File: config.mk
export PLATFORM = sky130hd
export DESIGN_NAME = dmem_arbiter_flat
export DESIGN_NICKNAME = d
export VERILOG_FILES = /design/src/rtl/dmem_arbiter_if.sv /design/src/rtl/dmem_arbiter.sv /design/src/flat_wrapper.sv
export SDC_FILE = /design/constraint.sdc
export NUM_CORES = 1
export LEC_CHECK = 0
export CORE_AREA = 3 3 116 118
export CTS_CLUSTER_DIAMETER = 120
export CTS_CLUSTER_SIZE = 40
export DETAILED_ROUTE_END_ITERATION = 7
export DIE_AREA = 0 0 119 121
export GPL_TIMING_DRIVEN = 0
export PLACE_DENSITY = 0.72
export SYNTH_ARGS = -nofsm -noshare
export SYNTH_HDL_FRONTEND = slang
export SYNTH_SLANG_ARGS = --single-unit
File: constraint.sdc
create_clock -name clk -period 3 [get_ports clk]
set_clock_uncertainty 0.2 [all_clocks]
set_input_delay 0.3 -clock clk [delete_from_list [all_inputs] [get_ports clk]]
set_output_delay 0.3 -clock clk [all_outputs]
set_load 0.01 [all_outputs]
File: src/rtl/dmem_arbiter_if.sv
// dmem_arbiter_if: requester and memory buses of the data-memory arbiter
//   slave  : arbiter view (requests/memory read data in; grants, read data and memory controls out)
//   master : requester + memory view (mirror of slave)
//   r0_* port 0 (CPU data), r1_* port 1 (loader/debug), m_* single-port memory side
interface dmem_arbiter_if #(
    parameter int AW = 32,
    parameter int DW = 32
);
    logic          r0_req, r0_we, r0_gnt, r0_rvalid;
    logic [AW-1:0] r0_addr;
    logic [DW-1:0] r0_wdata, r0_rdata;
    logic          r1_req, r1_we, r1_gnt, r1_rvalid;
    logic [AW-1:0] r1_addr;
    logic [DW-1:0] r1_wdata, r1_rdata;
    logic [AW-1:0] m_addr;
    logic [DW-1:0] m_wdata, m_rdata;
    logic          m_we;

    modport slave (
        input  r0_req, r0_we, r0_addr, r0_wdata,
        output r0_gnt, r0_rvalid, r0_rdata,
        input  r1_req, r1_we, r1_addr, r1_wdata,
        output r1_gnt, r1_rvalid, r1_rdata,
        output m_addr, m_wdata, m_we,
        input  m_rdata
    );

    modport master (
        output r0_req, r0_we, r0_addr, r0_wdata,
        input  r0_gnt, r0_rvalid, r0_rdata,
        output r1_req, r1_we, r1_addr, r1_wdata,
        input  r1_gnt, r1_rvalid, r1_rdata,
        input  m_addr, m_wdata, m_we,
        output m_rdata
    );
endinterface

File: src/rtl/dmem_arbiter.sv
// dmem_arbiter: two-requester arbiter for a single-port data memory with bounded owner tenure
//   clk    : rising-edge clock
//   clr    : asynchronous active-high reset
//   io_bus : dmem_arbiter_if.slave (port 0/1 request buses, memory addr/wdata/we out, rdata in)
module dmem_arbiter #(
    parameter int AW       = 32,
    parameter int DW       = 32,
    parameter int MAX_HOLD = 4
) (
    input logic         clk,
    input logic         clr,
    dmem_arbiter_if.slave io_bus
);
    localparam int CW = MAX_HOLD > 1 ? $clog2(MAX_HOLD) : 1;
    localparam logic [CW-1:0] CMAX = CW'(MAX_HOLD - 1);

    typedef enum logic [1:0] {IDLE, OWN0, OWN1} st_t;

    st_t           r_st, w_st_nx, w_yst;
    logic [CW-1:0] r_cnt, w_cnt_nx;
    logic          r_last, w_xreq, w_yreq, w_gnt0, w_gnt1;
    logic          r_rv0, r_rv1;
    logic [DW-1:0] r_rd0, r_rd1;
    logic [AW-1:0] w_addr;
    logic [DW-1:0] w_wdata;

    assign w_gnt0  = (r_st == OWN0) && io_bus.r0_req;
    assign w_gnt1  = (r_st == OWN1) && io_bus.r1_req;
    assign w_addr  = w_gnt0 ? io_bus.r0_addr : w_gnt1 ? io_bus.r1_addr : '0;
    assign w_wdata = w_gnt0 ? io_bus.r0_wdata : w_gnt1 ? io_bus.r1_wdata : '0;

    assign io_bus.r0_gnt    = w_gnt0;
    assign io_bus.r1_gnt    = w_gnt1;
    assign io_bus.m_addr    = w_addr;
    assign io_bus.m_wdata   = w_wdata;
    assign io_bus.m_we      = (w_gnt0 && io_bus.r0_we) || (w_gnt1 && io_bus.r1_we);
    assign io_bus.r0_rvalid = r_rv0;
    assign io_bus.r1_rvalid = r_rv1;
    assign io_bus.r0_rdata  = r_rd0;
    assign io_bus.r1_rdata  = r_rd1;

    // Owner X hands over to Y when Y waits and X is done or has used its tenure;
    // the tenure counter saturates so a waiting Y is served after at most MAX_HOLD transfers.
    always_comb begin
        w_st_nx  = r_st;
        w_cnt_nx = '0;
        w_xreq   = (r_st == OWN1) ? io_bus.r1_req : io_bus.r0_req;
        w_yreq   = (r_st == OWN1) ? io_bus.r0_req : io_bus.r1_req;
        w_yst    = (r_st == OWN1) ? OWN0 : OWN1;
        if (r_st == IDLE)
            w_st_nx = (io_bus.r0_req && io_bus.r1_req) ? (r_last ? OWN0 : OWN1) :
                      io_bus.r0_req ? OWN0 : io_bus.r1_req ? OWN1 : IDLE;
        else if (w_yreq && (!w_xreq || r_cnt == CMAX))
            w_st_nx = w_yst;
        else if (!w_xreq)
            w_st_nx = IDLE;
        else
            w_cnt_nx = (r_cnt == CMAX) ? r_cnt : r_cnt + CW'(1);
    end

    always_ff @(posedge clk or posedge clr) begin
        if (clr) begin
            r_st   <= IDLE;
            r_cnt  <= '0;
            r_last <= 1'b1;
        end else begin
            r_st  <= w_st_nx;
            r_cnt <= w_cnt_nx;
            if (w_st_nx != IDLE) r_last <= (w_st_nx == OWN1);
        end
    end

    always_ff @(posedge clk or posedge clr) begin
        if (clr) begin
            r_rv0 <= 1'b0;
            r_rv1 <= 1'b0;
            r_rd0 <= '0;
            r_rd1 <= '0;
        end else begin
            r_rv0 <= w_gnt0 && !io_bus.r0_we;
            r_rv1 <= w_gnt1 && !io_bus.r1_we;
            if (w_gnt0 && !io_bus.r0_we) r_rd0 <= io_bus.m_rdata;
            if (w_gnt1 && !io_bus.r1_we) r_rd1 <= io_bus.m_rdata;
        end
    end
endmodule

File: src/flat_wrapper.sv
// flat-port wrapper written by rule: the top's interface ports become plain ports
module dmem_arbiter_flat 
#(
    parameter int AW       = 32,
    parameter int DW       = 32,
    parameter int MAX_HOLD = 4
)
  (clk, clr, io_bus_r0_req, io_bus_r0_we, io_bus_r0_addr, io_bus_r0_wdata, io_bus_r0_gnt, io_bus_r0_rvalid, io_bus_r0_rdata, io_bus_r1_req, io_bus_r1_we, io_bus_r1_addr, io_bus_r1_wdata, io_bus_r1_gnt, io_bus_r1_rvalid, io_bus_r1_rdata, io_bus_m_addr, io_bus_m_wdata, io_bus_m_we, io_bus_m_rdata);
  dmem_arbiter_if #(.AW(AW), .DW(DW)) io_bus_i ();
  input logic clk;
  input logic clr;
  input wire logic [$bits(io_bus_i.r0_req)-1:0] io_bus_r0_req;
  input wire logic [$bits(io_bus_i.r0_we)-1:0] io_bus_r0_we;
  input wire logic [$bits(io_bus_i.r0_addr)-1:0] io_bus_r0_addr;
  input wire logic [$bits(io_bus_i.r0_wdata)-1:0] io_bus_r0_wdata;
  output wire logic [$bits(io_bus_i.r0_gnt)-1:0] io_bus_r0_gnt;
  output wire logic [$bits(io_bus_i.r0_rvalid)-1:0] io_bus_r0_rvalid;
  output wire logic [$bits(io_bus_i.r0_rdata)-1:0] io_bus_r0_rdata;
  input wire logic [$bits(io_bus_i.r1_req)-1:0] io_bus_r1_req;
  input wire logic [$bits(io_bus_i.r1_we)-1:0] io_bus_r1_we;
  input wire logic [$bits(io_bus_i.r1_addr)-1:0] io_bus_r1_addr;
  input wire logic [$bits(io_bus_i.r1_wdata)-1:0] io_bus_r1_wdata;
  output wire logic [$bits(io_bus_i.r1_gnt)-1:0] io_bus_r1_gnt;
  output wire logic [$bits(io_bus_i.r1_rvalid)-1:0] io_bus_r1_rvalid;
  output wire logic [$bits(io_bus_i.r1_rdata)-1:0] io_bus_r1_rdata;
  output wire logic [$bits(io_bus_i.m_addr)-1:0] io_bus_m_addr;
  output wire logic [$bits(io_bus_i.m_wdata)-1:0] io_bus_m_wdata;
  output wire logic [$bits(io_bus_i.m_we)-1:0] io_bus_m_we;
  input wire logic [$bits(io_bus_i.m_rdata)-1:0] io_bus_m_rdata;
  assign io_bus_i.r0_req = io_bus_r0_req;
  assign io_bus_i.r0_we = io_bus_r0_we;
  assign io_bus_i.r0_addr = io_bus_r0_addr;
  assign io_bus_i.r0_wdata = io_bus_r0_wdata;
  assign io_bus_r0_gnt = io_bus_i.r0_gnt;
  assign io_bus_r0_rvalid = io_bus_i.r0_rvalid;
  assign io_bus_r0_rdata = io_bus_i.r0_rdata;
  assign io_bus_i.r1_req = io_bus_r1_req;
  assign io_bus_i.r1_we = io_bus_r1_we;
  assign io_bus_i.r1_addr = io_bus_r1_addr;
  assign io_bus_i.r1_wdata = io_bus_r1_wdata;
  assign io_bus_r1_gnt = io_bus_i.r1_gnt;
  assign io_bus_r1_rvalid = io_bus_i.r1_rvalid;
  assign io_bus_r1_rdata = io_bus_i.r1_rdata;
  assign io_bus_m_addr = io_bus_i.m_addr;
  assign io_bus_m_wdata = io_bus_i.m_wdata;
  assign io_bus_m_we = io_bus_i.m_we;
  assign io_bus_i.m_rdata = io_bus_m_rdata;
  dmem_arbiter #(.AW(AW), .DW(DW), .MAX_HOLD(MAX_HOLD)) u_core (.clk(clk), .clr(clr), .io_bus(io_bus_i));
endmodule
## Yosys cells after proc, flatten, opt, wreduce, memory -nomap -nowiden

Cells that the tools add are included.

- Register bits after elaboration: 71
- Input bits: 166
- Output and inout bits: 133
- Word-level logic and storage cells: 46

- $add $sub $neg: 1
- Eq/ne operators: 5
- Mux-type cells: 18
- Reduce and logical (&&, ||, !) cells: 15

Operator list:

| operator | number |
|---|---|
| 32-bit 2-to-1 mux | 4 |
| 2-bit 2-to-1 mux | 12 |
| 1-bit logical AND | 8 |
| 2-bit == test (second input constant) | 3 |
| 4-bit inequality test (second input constant) | 1 |
| 1-bit logical NOT | 3 |
| 2-bit by 1-bit adder with 2-bit output (second input constant) | 1 |
| 2-bit by 1-bit == test with 1-bit output (second input constant) | 1 |
| 2-bit logical NOT | 1 |
| 1-bit logical OR | 2 |
| 1-bit 2-to-1 mux | 2 |
| 2-bit nonzero test | 1 |

## Longest topological paths before layout

Gate-level depths: netlist of run 1.

- Depth in word-level cells: 8
- Mapped depth: 6
- Gate-level depth less buffers: 4

## Worst setup path after synthesis of run 1

No wires, ideal clock.

- Path kind: register to output
- Start: reg u_core.r_st[0]
- End: out io_bus_m_addr[22]
- Arrival: 1,298 ps
- Data required time: 2,500 ps
- Slack: 1,202 ps
- Cell stages (with the launch flop): 5
- Path buffers: 2
- Path through: dfrtp_1 -> and3b_1 -> clkbuf_2 -> clkbuf_1 -> a22o_1

- Word-level cells in the longest chain between the ends: 4
- Elaborated cells between the ends (all ways): 6
- Classes of those cells: eq/ne: 2; mux: 2; reduce/logical: 2

RTL lines:

| element | RTL line | RTL |
|---|---|---|
| start: declaration | dmem_arbiter.sv:19 | `st_t r_st, w_st_nx, w_yst;` |
| start signal: assignment | dmem_arbiter.sv:67 | `r_st <= w_st_nx;` |
| 2-bit == test | dmem_arbiter.sv:28 | `assign w_gnt1 = (r_st == OWN1) && io_bus.r1_req;` |
| 1-bit logical AND | dmem_arbiter.sv:28 |  |
| net io_bus_r1_gnt | flat_wrapper.sv:23 | `output wire logic [$bits(io_bus_i.r1_gnt)-1:0] io_bus_r1_gnt;` |
| 32-bit 2-to-1 mux (2 in series) | dmem_arbiter.sv:29 | `assign w_addr = w_gnt0 ? io_bus.r0_addr : w_gnt1 ? io_bus.r1_addr : '0;` |
| end: declaration | flat_wrapper.sv:26 | `output wire logic [$bits(io_bus_i.m_addr)-1:0] io_bus_m_addr;` |

The timed path passes the listed nets, and every way through them passes these cells.

## Worst setup path after layout of run 1

- Start: in io_bus_r1_req
- End: out io_bus_m_addr[4]

- Word-level cells in the longest chain between the ends: 3

RTL lines:

| element | RTL line | RTL |
|---|---|---|
| start: declaration | flat_wrapper.sv:19 | `input wire logic [$bits(io_bus_i.r1_req)-1:0] io_bus_r1_req;` |
| 1-bit logical AND | dmem_arbiter.sv:28 |  |
| 32-bit 2-to-1 mux (2 in series) | dmem_arbiter.sv:29 |  |

Every way passes these cells.

==> results of run 1 <==
-- metal layers --
metal  global-route usage, %  wire [um]  up-vias
met5                       0          0        -
met4                    3.19         88        0
met3                    7.46       1330        7
met2                    32.7       7380      170
met1                    22.6       5480     1644
li1                        -          -     1572
-- final cells by class --
cell class	count	area, um2
Sequential cell	71	1780
Inverter	3	13.8
Fill cell	1113	5530
Tap cell	172	215
Multi-Input combinational cell	152	1580
Buffer	25	175
Clock buffer	11	253
Timing Repair Buffer	298	2980
Clock inverter	5	40.0
-- state kept, by name, summed over array words and instances, names as in the netlist --
register	cells
u_core.io_bus.r1_rdata	32
u_core.r_cnt	2
u_core.io_bus.r0_rdata	32
u_core.io_bus.r0_rvalid	1
u_core.io_bus.r1_rvalid	1
u_core.r_last	1
u_core.r_st	2
-- what timing repair did --
item                       CTS  global route
resized for setup            0             3
hold buffers                 0             0
setup buffers                0             0
setup endpoints to repair    0            23
-- power by group through the flow --
| stage | combinational [mW] | sequential, mW | clock [mW] |
|---|---|---|---|
| global placement | 1.89 | 1.47 | 0 |
| global route | 2.01 | 1.51 | 1.10 |
| detailed placement | 1.91 | 1.48 | 0 |
| floorplan | 0.598 | 1.62 | 0 |
| CTS | 1.93 | 1.47 | 1.06 |
| finish | 1.90 | 1.47 | 1.02 |
-- cell usage after synthesis --
cell	n
a22o_1	65
a22oi_1	1
a31o_2	1
a31oi_1	1
and2_1	1
and3b_1	2
buf_2	10
buf_6	8
clkbuf_1	6
clkbuf_2	1
dfrtp_1	70
dfstp_2	1
ha_1	1
inv_1	3
mux2_1	2
mux2_2	29
mux2_4	34
mux2i_1	1
nand2_1	4
nand3_1	1
nor2_1	2
nor2b_1	2
nor2b_4	1
o21ai_0	1
o311a_1	1
or3_1	1
xor2_1	1
-- kinds of logic (layout without fill, tap and decap cells) --
logic type	Yosys count	in the layout
AOI/OAI and AO/OA	70	70
DFF	71	71
xor gates and xnor gates	1	1
adders and majority gates	1	1
muxes	66	66
buffers and inverters	28	342
and+or+nand+nor	14	14
-- worst paths after layout --
kind	start	to	slack, ns	depth (start not counted)
setup reg to reg	u_core.r_st[1]	u_core.io_bus.r0_rdata[16]	1.01	6
max in group asynchronous	clr	u_core.io_bus.r1_rdata[22]	1.71	2
hold reg to reg	u_core.r_last	u_core.r_last	0.28	2
hold / removal	u_core.r_last	u_core.r_last	0.28	2
setup / recovery	io_bus_r1_req	io_bus_m_addr[4]	0.09	7
min in group asynchronous	clr	u_core.io_bus.r1_rdata[0]	0.32	2
-- stage by stage --
step                cells  instance area, um2
global placement      721                6740
CTS                   737                7030
finish                737                7040
global route          737                7040
detailed placement    721                6740
floorplan             251                3540
-- worst max-delay path, cell delays in order --
cell	delay, ns
clkdlybuf4s50_1	0.54
and3b_1	0.19
clkbuf_2	0.15
clkbuf_4	0.22
clkbuf_4	0.24
a22o_1	0.18
clkdlybuf4s50_1	0.58
==> impl_metrics.ini, run 1 <==
[clock_tree]
cts_buffers = 9
max-clock-path-buffers = 2
clkSinkCount = 71
cts-htree-levels = 3
clock_insertion_delay_worst_skew_ns = 0.32
cts-root-buf = clkbuf_16
cts_tree = built
clk_pin_slew_ns = 0.06

[synth]
synth_top_area_share_pct = 49.5
syn-cell-area_um2 = 3540
yosys-mux-area-fraction_pct = 24.6
post_synth_and_or_nand_nor_area_fraction_pct = 2.37
synth-xor-area-share_pct = 0.248
yosys.cell_types.count = 27
synthTopCellsByArea = dfrtp_1 (50%), a22o_1 (16%), mux2_4 (14%)
yosysTopAreaCell = dfrtp_1
synth_adder_area_share_pct = 0.354
synth_compound_gate_area_share_pct = 17.1
cell_count_after_synthesis = 251
average_cell_area_after_synthesis_um2 = 14.1
yosys_warnings = 0
dominant_combinational_cell_family_by_area_after_synthesis = multiplexers
postSynthRegisterBits = 71
synth_sequential_area_ratio_pct = 50.2
synthesis.nets = 418

[finish]
drive_above_1_share_pct = 18.1
final_common_cell = clkdlybuf4s50_1
final_design_utilization_pct = 56.0
finalNetCount = 727
antenna-diode-count = 0
area_growth_syn_to_layout_pct = 98.9
layout.cells.most_common_list = clkdlybuf4s50_1 (298), dfrtp_1 (70), a22o_1 (65), mux2_4 (34), mux2_2 (29)

[min_path]
hold_path_class = register to register

[power_and_ir_drop]
power_leakage_nw = 2.90
totalPowerFinal_mw = 4.39
pwr-share-seq_pct = 33.4
combinationalPowerShare_pct = 43.4
power_switching_share_pct = 28.1
pwr_density_cell_nw_per_um2 = 623
internal-power_mw = 3.15
power.share.clock_pct = 23.2
switching_power_mw = 1.23
ir_drop_mv = 0.312

[timing]
min_period_over_period_pct = 96.8
max_clock_freq_mhz = 344
final_hold_violating_endpoints = 0
layout_setup_ws_ns = 0.0946
holdWs_ns = 0.282
timing.final.max_slew_violations = 0
setup_violations = 0
finalSetupTns_ns = 0
worst-slew-pin-transition_ns = 0.867
timing.final.crit_period_ns = 2.91
unrepaired_setup_endpoints_after_global_routing = false
relSlewSlack_pct = 42.2

[drt]
drt_first_pass_iters = 4
ant_nets = 0
drt_drc_violations_left = 0
drtIter0Drc = 125
route.detailed.vias_per_inst = 4.60
routed-via-count = 3393
wl_per_cell_um = 19.4
drt-total-wl_mm = 14.3

[job]
maxCapViolCount = 0

[floorplan]
core_region_area_um2 = 12600
starting_utilization_of_the_core_area_pct = 28.2
die_span_in_x_um = 119
fp-row-count = 41
chipHeight_um = 121
die-area_um2 = 14400
num_io_pins = 299

[global_route]
grt_pass1_vias = 3660
overflow = 0
antenna_found_initial = 0
grt_first_pass_wirelength_mm = 21.0
maximum_number_of_pins_on_one_net_before_global_route_repair = 72
grt_util_all_layers_pct = 18.9

[critical_path]
cp-start-kind = primary input
timing_worst_setup_path_type = primary input to primary output
worst-endpoint-required_ns = 2.50
timing.critical_path.to_type = primary output
cp_max_fo = 10
cp_arrival_ns = 2.41

[status]
run_status = finished clean

[place]
hpwl_mm = 11.6
worst_setup_timing_slack_at_the_placement_stage_ns = 0.0432
place.port_buffers = 298
place_congestion = 0.774
Note: power is estimated with default switching activity, not from simulation.
==> inputs of run 2 (changes only) <==
--- a/config.mk
+++ b/config.mk
@@ -5,13 +5,14 @@
 export SDC_FILE = /design/constraint.sdc
 export NUM_CORES = 1
 export LEC_CHECK = 0
-export CORE_AREA = 3 3 116 118
+export ABC_AREA = 1
+export CORE_AREA = 3 3 115 117
 export CTS_CLUSTER_DIAMETER = 120
 export CTS_CLUSTER_SIZE = 40
 export DETAILED_ROUTE_END_ITERATION = 7
-export DIE_AREA = 0 0 119 121
+export DIE_AREA = 0 0 118 120
 export GPL_TIMING_DRIVEN = 0
-export PLACE_DENSITY = 0.72
+export PLACE_DENSITY = 0.73
 export SYNTH_ARGS = -nofsm -noshare
 export SYNTH_HDL_FRONTEND = slang
 export SYNTH_SLANG_ARGS = --single-unit
==> impl_metrics.ini, run 2 <==
[critical_path]
timing_worst_setup_path_type = primary input to primary output
crit-reg2reg-capture = u_core.io_bus.r1_rdata[26]
crit_path_top_delay_cell = clkdlybuf4s50_1
critical_path.top_delay_family = buffers and inverters
critical_path.most_common_cell = clkdlybuf4s50_1
timing.critical_path.to_type = primary output
cp_max_fo = 10
worst_r2r_startpoint = u_core.r_st[0]
ff2ff_path_depth = 9
reg2reg_slack_ns = 1.40
cp_arrival_ns = 2.36
cp-start-kind = primary input
worst-endpoint-required_ns = 2.50
crit_chain = clkdlybuf4s50_1 -> nand2_1 -> nor2_2 -> clkbuf_4 -> buf_2 -> a22o_1 -> clkdlybuf4s50_1
max_stage_delay_on_crit_path_ns = 0.55
worst-path-buf-inv = 4

[power_and_ir_drop]
internal-power_mw = 3.73
pwr-share-seq_pct = 29.1
power_leakage_nw = 3.13
totalPowerFinal_mw = 5.69
power_switching_share_pct = 34.4
combinationalPowerShare_pct = 53.7
pwr_density_cell_nw_per_um2 = 808
ir_drop_mv = 0.496
power.share.clock_pct = 17.2
switching_power_mw = 1.96

[global_route]
grt_pass1_vias = 4067
grt_util_all_layers_pct = 21.4
busiest_layer = met2
maximum_number_of_pins_on_one_net_before_global_route_repair = 72
met1_demand_to_capacity_share_in_global_routing_pct = 24.6
grt_first_pass_wirelength_mm = 23.3
grtUsageMet3_pct = 5.94
use_met2_pct = 38.8
overflow = 0
antenna_found_initial = 0

[min_path]
hold_path_class = register to register
timing.hold.worst.start = u_core.io_bus.r1_rdata[0]
worstHoldPathCells = 2
hold-path-endpoint = u_core.io_bus.r1_rdata[0]

[timing]
setup_violations = 0
max_clock_freq_mhz = 350
finalSetupTns_ns = 0
timing.final.crit_period_ns = 2.86
unrepaired_setup_endpoints_after_global_routing = false
relSlewSlack_pct = 42.4
final_hold_violating_endpoints = 0
timing.final.max_slew_violations = 0
min_period_over_period_pct = 95.4
worst-slew-pin-transition_ns = 0.863

[finish]
layout.cells.most_common_list = clkdlybuf4s50_1 (298), nand2_1 (78), dfrtp_1 (70), a22o_1 (65), inv_1 (43)
layout.filler_cells = 1102
finalNetCount = 847
antenna-diode-count = 0
final_common_cell = clkdlybuf4s50_1
drive_above_1_share_pct = 11.5
layout.cells.non_filler = 856
area_growth_syn_to_layout_pct = 97.9

[place]
dp.cells = 841
hpwl_mm = 13.1
place_congestion = 0.906
place.port_buffers = 298

[floorplan]
num_io_pins = 299
fp-row-count = 41
core_region_area_um2 = 12500
chipHeight_um = 120
die-area_um2 = 14200
starting_utilization_of_the_core_area_pct = 28.5
die_span_in_x_um = 118

[clock_tree]
clk_pin_slew_ns = 0.05
max-clock-path-buffers = 2
cts-htree-levels = 3
clkSinkCount = 71
cts-root-buf = clkbuf_16
cts_tree = built
cts_buffers = 9
clock_insertion_delay_worst_skew_ns = 0.32

[synth]
postSynthRegisterBits = 71
postSynth.asyncResetShare_pct = 100
synth_top_area_share_pct = 49.2
cell_count_after_synthesis = 371
synth_sequential_area_ratio_pct = 50.0
yosys.cell_count.top_type = nand2_1
synthTopCellsByArea = dfrtp_1 (49%), a22o_1 (16%), nand2_1 (8.2%)
ys_top_cells_by_count = nand2_1 (78), dfrtp_1 (70), a22o_1 (65)
syn-cell-area_um2 = 3560
postSynth.topFlopCell = dfrtp_1
yosysTopAreaCell = dfrtp_1
average_cell_area_after_synthesis_um2 = 9.59
synth_edf_count = 0
yosys.cell_types.count = 24
synthesis.nets = 538
yosys_warnings = 0

[drt]
route.detailed.vias_per_inst = 4.56
drt_first_pass_iters = 4
drtIter0Drc = 215
ant_nets = 0
drt_drc_violations_left = 0
wl_per_cell_um = 18.4
drt-total-wl_mm = 15.8
routed-via-count = 3903

[job]
maxCapViolCount = 0

[status]
run_status = finished clean
run 2: kinds of logic after synthesis:
group,Yosys count,synth area share (%)
adder cells (fa/ha/maj),1,0.352
AND/OR/NAND/NOR,90,10.3
flip-flops,71,50.0
buffers and inverters,74,9.78
XOR/XNOR,1,0.246
AO/OA/AOI/OAI,134,29.3
run 2: layout make-up:
| class | instances | area, um2 | area share [%] |
|---|---|---|---|
| inverter | 48 | 183 | 2.59 |
| clock buffer | 15 | 278 | 3.95 |
| tap | 172 | 215 | 3.06 |
| timing repair buffer | 298 | 2980 | 42.4 |
| sequential | 71 | 1780 | 25.3 |
| buffer | 26 | 173 | 2.45 |
| multi-input combinational | 226 | 1430 | 20.3 |
run 2: power by group through the flow:
stage / Clock [mW] / Combinational, mW / Sequential (mW)
detailed placement: 0 / 3.08 / 1.65
finish: 0.977 / 3.06 / 1.65
floorplan: 0 / 1.11 / 1.82
CTS: 1.01 / 3.09 / 1.65
global placement: 0 / 3.03 / 1.64
global route: 1.05 / 3.27 / 1.70
run 2: worst max path at each step:
stage | startpoint | to | slack [ns] | depth (start not counted)
after floorplan | clr | u_core.io_bus.r0_rdata[0] | 0.71 | 1
after global placement | clr | u_core.io_bus.r1_rdata[30] | -0.46 | 2
after detailed placement | io_bus_r0_req | io_bus_m_wdata[30] | 0.06 | 7
after CTS | io_bus_r0_req | io_bus_m_wdata[30] | 0.05 | 7
after global routing | io_bus_r0_req | io_bus_m_wdata[14] | 0.02 | 7
final | io_bus_r0_req | io_bus_m_wdata[14] | 0.14 | 7
run 2: repair_timing:
action,in CTS,in global routing
setup endpoints to repair,0,31
gates resized for setup,0,2
hold buffers,0,0
buffers inserted,0,0
run 2: routing by layer:
layer / share of wire (%) / wire [um] / up-vias
li1: - / - / 1884
met1: 39 / 6140 / 1842
met2: 53 / 8290 / 161
met3: 6.9 / 1090 / 16
met4: 1.5 / 243 / 0
met5: 0 / 0 / -
run 2: per-stage QoR:
step,utilization (%),worst slack (ns),hold slack [ns],instance area [um2]
final,56.5,0.139,0.279,7040
after CTS,56.4,0.0546,0.281,7040
after detailed placement,54.2,0.0602,0.267,6760
after global placement,54.2,-0.459,0.267,6760
after global routing,56.5,0.0178,0.306,7040
after floorplan,-,0.705,0.165,3560
run 2: worst min-delay path, delay by kind of cell, from the launching register on:
kind | cells | cell delay, ns
AO/OA/AOI/OAI | 1 | 0.05
flip-flops | 1 | 0.34
AND/OR/NAND/NOR | 1 | 0.06
